--- src/rtl/spi_dac_multich_ramp_if.sv ---
// -----------------------------------------------------------------------------
// spi_dac_multich_ramp_if
// Bundles the control inputs and the DAC-side outputs of spi_dac_multich_ramp.
//   master : the ramp generator (drives the SPI pins and status, reads controls)
//   slave  : whatever drives enable/step and observes the pins
// Signals:
//   enable      run when high; low clears the generator synchronously
//   step        DAC_BITS base increment per full channel sweep
//   cs_n        DAC chip select, active low
//   sclk        SPI clock, mode 0
//   sdo         serial data, MSB first
//   ch_idx      CH_W channel of the current/last frame
//   frame_done  one-cycle pulse as cs_n rises after the final bit
// -----------------------------------------------------------------------------
interface spi_dac_multich_ramp_if #(
  parameter int DAC_BITS = 12,
  parameter int CH_W     = 1
);
  logic                enable;
  logic [DAC_BITS-1:0] step;
  logic                cs_n;
  logic                sclk;
  logic                sdo;
  logic [CH_W-1:0]     ch_idx;
  logic                frame_done;

  modport master (
    input  enable, step,
    output cs_n, sclk, sdo, ch_idx, frame_done
  );

  modport slave (
    output enable, step,
    input  cs_n, sclk, sdo, ch_idx, frame_done
  );
endinterface

--- src/rtl/spi_dac_multich_ramp.sv ---
// -----------------------------------------------------------------------------
// spi_dac_multich_ramp
// Multi-channel sawtooth generator for an MCP49xx-style serial DAC. Channels
// are serviced round-robin; each channel gets a fixed phase offset of
// c * 2^DAC_BITS / N_CH on top of a shared base that advances by a latched
// step once per full sweep.
//
// Ports:
//   clk     system clock, everything on posedge
//   rst_n   asynchronous active-low reset
//   bus     spi_dac_multich_ramp_if.master (enable, step in; cs_n, sclk,
//           sdo, ch_idx, frame_done out)
//   ldac_n  (only with SPI_DAC_LDAC_EN) active-low load pulse, one clk wide,
//           T_CSH-1 cycles after the last channel's frame_done
//
// Optional feature macro: SPI_DAC_LDAC_EN (adds ldac_n; needs T_CSH >= 2).
// Without it the board ties LDAC low and each frame updates its channel.
//
// Frame timing: T_CSH cycles CS high, then FRAME_BITS bits each of DIV clk
// low + DIV clk high on sclk. sdo shifts on sclk fall so it is stable at rise.
// -----------------------------------------------------------------------------
module spi_dac_multich_ramp #(
  parameter int                DAC_BITS = 12,
  parameter int                HDR_BITS = 4,
  parameter logic [HDR_BITS-1:0] HDR_BASE = 4'b0001,
  parameter int                N_CH     = 2,
  parameter int                DIV      = 1,
  parameter int                T_CSH    = 2,
  localparam int               CH_W     = (N_CH > 1) ? $clog2(N_CH) : 1
) (
  input  logic                   clk,
  input  logic                   rst_n,
  spi_dac_multich_ramp_if.master bus
`ifdef SPI_DAC_LDAC_EN
  ,
  output logic                   ldac_n
`endif
);

  localparam int FRAME_BITS = HDR_BITS + DAC_BITS;
  localparam int BC_W       = $clog2(FRAME_BITS);
  localparam int TMAX       = (T_CSH > DIV) ? T_CSH : DIV;
  localparam int TMR_W      = (TMAX > 1) ? $clog2(TMAX) : 1;
  localparam int CH_OFFS    = (1 << DAC_BITS) / N_CH;

  localparam logic [TMR_W-1:0] T_CSH_LD = TMR_W'(T_CSH - 1);
  localparam logic [TMR_W-1:0] DIV_LD   = TMR_W'(DIV - 1);
  localparam logic [BC_W-1:0]  LAST_BIT = BC_W'(FRAME_BITS - 1);
  localparam logic [CH_W-1:0]  LAST_CH  = CH_W'(N_CH - 1);

  typedef enum logic [1:0] {
    ST_CSH  = 2'd0,
    ST_LOW  = 2'd1,
    ST_HIGH = 2'd2
  } state_t;

  // Per-channel header and phase offset are constants; build them as tables.
  logic [HDR_BITS-1:0] hdr_tab  [N_CH];
  logic [DAC_BITS-1:0] offs_tab [N_CH];

  genvar gi;
  generate
    for (gi = 0; gi < N_CH; gi++) begin : g_ch
      assign hdr_tab[gi]  = HDR_BASE | HDR_BITS'(gi << (HDR_BITS - CH_W));
      assign offs_tab[gi] = DAC_BITS'(gi * CH_OFFS);
    end
  endgenerate

  state_t                state_q, state_d;
  logic [TMR_W-1:0]      timer_q, timer_d;
  logic [BC_W-1:0]       bitcnt_q, bitcnt_d;
  logic [FRAME_BITS-1:0] shreg_q, shreg_d;
  logic [CH_W-1:0]       ch_q, ch_d;
  logic [CH_W-1:0]       ch_idx_q, ch_idx_d;
  logic [DAC_BITS-1:0]   base_q, base_d;
  logic [DAC_BITS-1:0]   step_lat_q, step_lat_d;
  logic                  cs_n_q, cs_n_d;
  logic                  sclk_q, sclk_d;
  logic                  frame_done_q, frame_done_d;
  logic [DAC_BITS-1:0]   code_w;
`ifdef SPI_DAC_LDAC_EN
  logic                  ldac_n_q, ldac_n_d;
  logic                  ldac_pend_q, ldac_pend_d;
  logic [TMR_W-1:0]      ldac_cnt_q, ldac_cnt_d;
`endif

  // Code for the channel about to be loaded; wraps mod 2^DAC_BITS.
  assign code_w = base_q + offs_tab[ch_q];

  always_comb begin
    state_d      = state_q;
    timer_d      = timer_q;
    bitcnt_d     = bitcnt_q;
    shreg_d      = shreg_q;
    ch_d         = ch_q;
    ch_idx_d     = ch_idx_q;
    base_d       = base_q;
    step_lat_d   = step_lat_q;
    cs_n_d       = cs_n_q;
    sclk_d       = sclk_q;
    frame_done_d = 1'b0;
`ifdef SPI_DAC_LDAC_EN
    ldac_n_d    = 1'b1;
    ldac_pend_d = ldac_pend_q;
    ldac_cnt_d  = ldac_cnt_q;
    if (ldac_pend_q) begin
      if (ldac_cnt_q == '0) begin
        ldac_n_d    = 1'b0;
        ldac_pend_d = 1'b0;
      end else begin
        ldac_cnt_d = ldac_cnt_q - TMR_W'(1);
      end
    end
`endif

    if (!bus.enable) begin
      // Synchronous clear: any partial frame is dropped, ramp restarts at 0.
      state_d    = ST_CSH;
      timer_d    = T_CSH_LD;
      bitcnt_d   = '0;
      shreg_d    = '0;
      ch_d       = '0;
      ch_idx_d   = '0;
      base_d     = '0;
      step_lat_d = '0;
      cs_n_d     = 1'b1;
      sclk_d     = 1'b0;
`ifdef SPI_DAC_LDAC_EN
      ldac_n_d    = 1'b1;
      ldac_pend_d = 1'b0;
      ldac_cnt_d  = '0;
`endif
    end else begin
      case (state_q)
        ST_CSH: begin
          if (timer_q == '0) begin
            cs_n_d   = 1'b0;
            shreg_d  = {hdr_tab[ch_q], code_w};
            bitcnt_d = '0;
            ch_idx_d = ch_q;
            timer_d  = DIV_LD;
            state_d  = ST_LOW;
            // Step is captured once per sweep so all channels share a base.
            if (ch_q == '0) step_lat_d = bus.step;
          end else begin
            timer_d = timer_q - TMR_W'(1);
          end
        end

        ST_LOW: begin
          if (timer_q == '0) begin
            sclk_d  = 1'b1;
            timer_d = DIV_LD;
            state_d = ST_HIGH;
          end else begin
            timer_d = timer_q - TMR_W'(1);
          end
        end

        ST_HIGH: begin
          if (timer_q == '0) begin
            sclk_d = 1'b0;
            if (bitcnt_q != LAST_BIT) begin
              shreg_d  = {shreg_q[FRAME_BITS-2:0], 1'b0};
              bitcnt_d = bitcnt_q + BC_W'(1);
              timer_d  = DIV_LD;
              state_d  = ST_LOW;
            end else begin
              cs_n_d       = 1'b1;
              frame_done_d = 1'b1;
              timer_d      = T_CSH_LD;
              state_d      = ST_CSH;
              if (ch_q == LAST_CH) begin
                ch_d   = '0;
                base_d = base_q + step_lat_q;
`ifdef SPI_DAC_LDAC_EN
                // Fires one cycle before the next frame's cs_n fall.
                ldac_pend_d = 1'b1;
                ldac_cnt_d  = TMR_W'(T_CSH - 2);
`endif
              end else begin
                ch_d = ch_q + CH_W'(1);
              end
            end
          end else begin
            timer_d = timer_q - TMR_W'(1);
          end
        end

        default: begin
          state_d = ST_CSH;
          timer_d = T_CSH_LD;
          cs_n_d  = 1'b1;
          sclk_d  = 1'b0;
        end
      endcase
    end
  end

  always_ff @(posedge clk or negedge rst_n) begin
    if (!rst_n) begin
      state_q      <= ST_CSH;
      timer_q      <= T_CSH_LD;
      bitcnt_q     <= '0;
      shreg_q      <= '0;
      ch_q         <= '0;
      ch_idx_q     <= '0;
      base_q       <= '0;
      step_lat_q   <= '0;
      cs_n_q       <= 1'b1;
      sclk_q       <= 1'b0;
      frame_done_q <= 1'b0;
`ifdef SPI_DAC_LDAC_EN
      ldac_n_q     <= 1'b1;
      ldac_pend_q  <= 1'b0;
      ldac_cnt_q   <= '0;
`endif
    end else begin
      state_q      <= state_d;
      timer_q      <= timer_d;
      bitcnt_q     <= bitcnt_d;
      shreg_q      <= shreg_d;
      ch_q         <= ch_d;
      ch_idx_q     <= ch_idx_d;
      base_q       <= base_d;
      step_lat_q   <= step_lat_d;
      cs_n_q       <= cs_n_d;
      sclk_q       <= sclk_d;
      frame_done_q <= frame_done_d;
`ifdef SPI_DAC_LDAC_EN
      ldac_n_q     <= ldac_n_d;
      ldac_pend_q  <= ldac_pend_d;
      ldac_cnt_q   <= ldac_cnt_d;
`endif
    end
  end

  assign bus.cs_n       = cs_n_q;
  assign bus.sclk       = sclk_q;
  assign bus.sdo        = shreg_q[FRAME_BITS-1];
  assign bus.ch_idx     = ch_idx_q;
  assign bus.frame_done = frame_done_q;
`ifdef SPI_DAC_LDAC_EN
  assign ldac_n         = ldac_n_q;
`endif

endmodule

--- src/flat_wrapper.sv ---
// flat-port wrapper written by rule: the top's interface ports become plain ports
module spi_dac_multich_ramp_flat 
#(
  parameter int                DAC_BITS = 12,
  parameter int                HDR_BITS = 4,
  parameter logic [HDR_BITS-1:0] HDR_BASE = 4'b0001,
  parameter int                N_CH     = 2,
  parameter int                DIV      = 1,
  parameter int                T_CSH    = 2,
  localparam int               CH_W     = (N_CH > 1) ? $clog2(N_CH) : 1
)
  (clk, rst_n, bus_enable, bus_step, bus_cs_n, bus_sclk, bus_sdo, bus_ch_idx, bus_frame_done);
  spi_dac_multich_ramp_if #(.DAC_BITS(DAC_BITS), .CH_W(1)) bus_i ();
  input  logic clk;
  input  logic rst_n;
  input wire logic [$bits(bus_i.enable)-1:0] bus_enable;
  input wire logic [$bits(bus_i.step)-1:0] bus_step;
  output wire logic [$bits(bus_i.cs_n)-1:0] bus_cs_n;
  output wire logic [$bits(bus_i.sclk)-1:0] bus_sclk;
  output wire logic [$bits(bus_i.sdo)-1:0] bus_sdo;
  output wire logic [$bits(bus_i.ch_idx)-1:0] bus_ch_idx;
  output wire logic [$bits(bus_i.frame_done)-1:0] bus_frame_done;
  assign bus_i.enable = bus_enable;
  assign bus_i.step = bus_step;
  assign bus_cs_n = bus_i.cs_n;
  assign bus_sclk = bus_i.sclk;
  assign bus_sdo = bus_i.sdo;
  assign bus_ch_idx = bus_i.ch_idx;
  assign bus_frame_done = bus_i.frame_done;
  spi_dac_multich_ramp #(.DAC_BITS(DAC_BITS), .HDR_BITS(HDR_BITS), .HDR_BASE(HDR_BASE), .N_CH(N_CH), .DIV(DIV), .T_CSH(T_CSH)) u_core (.clk(clk), .rst_n(rst_n), .bus(bus_i));
endmodule
--- config.mk ---
export PLATFORM = sky130hd
export DESIGN_NAME = spi_dac_multich_ramp_flat
export DESIGN_NICKNAME = d
export VERILOG_FILES = /design/src/rtl/spi_dac_multich_ramp_if.sv /design/src/rtl/spi_dac_multich_ramp.sv /design/src/flat_wrapper.sv
export SDC_FILE = /design/constraint.sdc
export NUM_CORES = 1
export LEC_CHECK = 0
export CAP_MARGIN = 20
export CORE_ASPECT_RATIO = 0.7
export CORE_MARGIN = 3
export CORE_UTILIZATION = 53
export CTS_CLUSTER_SIZE = 30
export DETAILED_ROUTE_END_ITERATION = 16
export PLACE_DENSITY = 0.79
export SYNTH_ARGS = -nofsm -noshare
export SYNTH_HDL_FRONTEND = slang
export SYNTH_SLANG_ARGS = --single-unit
--- constraint.sdc ---
create_clock -name clk -period 1.86 [get_ports clk]
set_input_delay 0.186 -clock clk [delete_from_list [all_inputs] [get_ports clk]]
set_output_delay 0.186 -clock clk [all_outputs]
set_load 0.02 [all_outputs]
==> metrics.json <==
{
  "report.final.setup_viol": 4,
  "synth-compound-area-share_pct": 22.9,
  "mapped_nets": 288,
  "slew_headroom_pct": 51.0,
  "cp_num_buf_inv": 0,
  "grt_pass1_vias": 2064,
  "critical_path_cell_sequence": "ha_4 > fa_2 > a21oi_2 > o211a_1 > nor3_1 > or3_1 > a32o_1",
  "setup.reg_to_reg.worst_slack_ns": -0.11,
  "floorplan.core_area_um2": 4940,
  "reg2reg_depth": 7,
  "powerDensity_nw_per_um2": 612,
  "share_of_final_layout_standard_cells_stronger_than_drive_strength_1_pct": 27.2,
  "grt_pass1_wl_um": 10400,
  "post_synth_and_or_nand_nor_area_fraction_pct": 14.6,
  "tritoncts_clock_tree": "done",
  "die_w_um": 92.9,
  "io-pin-count": 20,
  "via_count": 2271,
  "clock_sinks": 52,
  "critical_path_required_ns": 2.06,
  "wl_met2_um": 2710,
  "postSynthCellCount": 260,
  "synth-xor-area-share_pct": 2.19,
  "global_route.usage.total_pct": 21.9,
  "critical_path.reg2reg.startpoint": "u_core.base_q[0]$_DFFE_PN0P_",
  "drt_first_iter_violations": 197,
  "postLayoutCoreUtil_pct": 71.0,
  "port_buffers": 19,
  "layout.area.seq_um2": 1310,
  "status": "finished, violations left",
  "crit_path_top_delay_cell": "dfrtp_1",
  "firstDrtPassIters": 5,
  "synth_area_um2": 2800,
  "slew_at_the_pin_with_the_worst_max_slew_slack_ns": 0.732,
  "most_common_cell_after_layout_fill_and_taps_aside": "dfrtp_1",
  "synth_area_leaders": "dfrtp_1, a22o_1, ha_1",
  "yosys-mux-area-fraction_pct": 1.16,
  "synthesis.area_per_instance_um2": 10.8,
  "async_reset_ff_share_pct": 100,
  "postRouteAntennaNets": 0,
  "areaGrowthSynthToFinish_pct": 25.1,
  "wirelength_um": 6390,
  "detailed_place_hpwl_um": 4630,
  "cts.root.buffer_cell": "clkbuf_8",
  "min-delay-path-class": "primary input to async pin",
  "worst-path-max-fanout": 2,
  "min_period_ns": 1.97,
  "violations": "setup timing",
  "layout.cells.most_common_list": "dfrtp_1, buf_4, nand2_1",
  "dr.max_layer_used": "met4",
  "ir_drop_mv": 0.477,
  "report.final.slew_viol_count": 0,
  "rows": 21,
  "worst_setup_path_start_kind": "flip-flop",
  "timing.critical_path.depth": 7,
  "final_critical_path_setup_slack_ns": -0.111,
  "critical_path.reg2reg.endpoint": "u_core.base_q[10]$_DFFE_PN0P_",
  "nFillCells": 371,
  "design.final.nets": 340,
  "combinational_family_with_the_most_area_after_synthesis": "compound AO/OA/AOI/OAI gates",
  "grt_start_max_net_pins": 31,
  "cap_violations": 0,
  "synth_cell_type_count": 59,
  "seq_area_frac_synth_pct": 46.5,
  "antenna_cells_inserted": 0,
  "post-route-cell-area_um2": 3510,
  "number_of_antenna_violations_at_the_first_check_in_global_routing": 0,
  "cp_top_family": "compound AO/OA/AOI/OAI gates",
  "synth-main-ff-cell": "dfrtp_1",
  "final-hold-violation-count": 0,
  "setup-tns-final_ns": -0.243,
  "timing.critical_path.slowest_cell_delay_ns": 0.42,
  "wl_met1_um": 3240,
  "worst-endpoint-arrival_ns": 2.17,
  "wl_per_cell_um": 16.7,
  "leakage_nw": 1.71,
  "cts_made_buffers": 5,
  "cp-endpoint": "u_core.base_q[10]$_DFFE_PN0P_",
  "drt_drc_violations_left": 0,
  "synth.ff_latch_count": 52,
  "ctsHtreeMaxLevel": 2,
  "clk-insertion-delay-late_ns": 0.31,
  "yosysWarnings": 0,
  "fmax_mhz": 507,
  "worst_setup_path_end_kind": "flip-flop",
  "place_area_um2": 3280,
  "whs_ns": 0.399,
  "launch_point_of_the_critical_path": "u_core.base_q[0]$_DFFE_PN0P_",
  "multiInputGateArea_um2": 1430,
  "synth_adder_area_share_pct": 6.07,
  "skew_ns": 0.0121,
  "globalRouteOverflowTotal": 0,
  "initial_core_utilization_pct": 56.7,
  "clock_path_buffers": 2,
  "route.detailed.vias_per_inst": 5.95,
  "rsz_0062_raised_after_global_routing": "true",
  "setup.worst_path.class": "flip-flop to flip-flop",
  "overall_die_area_um2": 6210,
  "synth-edff-count": 0,
  "final_min_period_over_clock_period_pct": 106,
  "post-synth-top-area-fraction_pct": 44.7,
  "wl_met3_um": 396,
  "synth_area_leader_cell": "dfrtp_1",
  "place.gp.congestion": 0.876,
  "clkSlewWorstSetupHoldPaths_ns": 0.10,
  "fp.dieH_um": 66.8
}
[cells by family after synthesis]
logic type                 after synthesis
adders and majority gates               13
AOI/OAI and AO/OA                       84
xor gates and xnor gates                 7
buffers and inverters                   32
muxes                                    3
DFF                                     52
and+or+nand+nor                         69
[what timing repair did]
| action | 4_1_cts | 5_1_grt |
|---|---|---|
| hold buffers | 1 | 0 |
| hold endpoints to repair | 20 | 0 |
| setup buffers | 0 | 4 |
| setup endpoints to repair | 5 | 15 |
| cloned | 0 | 0 |
| gates resized for setup | 2 | 14 |
| pin swaps | 6 | 12 |
[routing by layer]
metal  global-route usage (%)  vias up
met5                        0        -
met4                     3.29        0
met3                     3.84        4
met2                     31.0       75
met1                     35.2     1111
li1                         -     1081
[state kept, by name (all words and copies together) (netlist names)]
| signal | cells |
|---|---|
| u_core.ch_q | 1 |
| u_core.bus.frame_done | 1 |
| u_core.base_q | 12 |
| u_core.bus.ch_idx | 1 |
| u_core.bus.sclk | 1 |
| u_core.step_lat_q | 12 |
| u_core.state_q | 2 |
| u_core.timer_q | 1 |
| u_core.bus.cs_n | 1 |
| u_core.shreg_q | 16 |
| u_core.bitcnt_q | 4 |
[layout make-up]
| cell class | instances | area share, % |
|---|---|---|
| multi-input combinational | 176 | 40.7 |
| clock buffer | 5 | 1.96 |
| sequential | 52 | 37.2 |
| tap | 69 | 2.46 |
| inverter | 17 | 1.82 |
| timing repair buffer | 60 | 15.2 |
| clock inverter | 3 | 0.607 |
[stage by stage]
| step | cells | setup slack (ns) | power (mW) |
|---|---|---|---|
| floorplan | 260 | -0.131 | 1.37 |
| global placement | 369 | -0.114 | 1.49 |
| detailed placement | 369 | -0.158 | 1.50 |
| CTS | 378 | -0.136 | 2.15 |
| global route | 382 | -0.173 | 2.25 |
| finish | 382 | -0.111 | 2.15 |
[power breakdown]
group	total (mW)	switching (mW)	internal [mW]
clock network	0.651	0.384	0.268
logic	0.300	0.160	0.140
registers	1.20	0.0312	1.16
total	2.15	0.574	1.57
[worst min-delay path by stage]
stage                from  slack (ns)  depth (start not counted)                              to
CTS                 rst_n        0.41                          2  u_core.bitcnt_q[1]$_DFFE_PN0P_
floorplan           rst_n       -0.11                          0    u_core.base_q[0]$_DFFE_PN0P_
detailed placement  rst_n        0.21                          1  u_core.bitcnt_q[1]$_DFFE_PN0P_
global route        rst_n        0.44                          2  u_core.bitcnt_q[1]$_DFFE_PN0P_
global placement    rst_n        0.21                          1  u_core.bitcnt_q[1]$_DFFE_PN0P_
finish              rst_n        0.40                          2  u_core.bitcnt_q[1]$_DFFE_PN0P_
[synthesized netlist by cell type, types with 2 or more instances]
| master | n |
|---|---|
| dfrtp_1 | 50 |
| nand2_1 | 25 |
| a22o_1 | 19 |
| a21oi_1 | 17 |
| inv_1 | 17 |
| o21ai_0 | 13 |
| ha_1 | 12 |
| a222oi_1 | 11 |
| nand3_1 | 8 |
| buf_4 | 6 |
| buf_6 | 5 |
| nor2_1 | 5 |
| nor2b_1 | 4 |
| nor3_1 | 4 |
| xnor2_1 | 4 |
| clkbuf_1 | 3 |
| o21ai_1 | 3 |
| xor2_1 | 3 |
| a21o_1 | 2 |
| a22o_2 | 2 |
| and4_1 | 2 |
| dfstp_2 | 2 |
| nand4_1 | 2 |
| nor3b_1 | 2 |
| nor4_1 | 2 |
| o211a_1 | 2 |
| o211ai_1 | 2 |
| or3_1 | 2 |
Power figures use the tool's default switching activity.
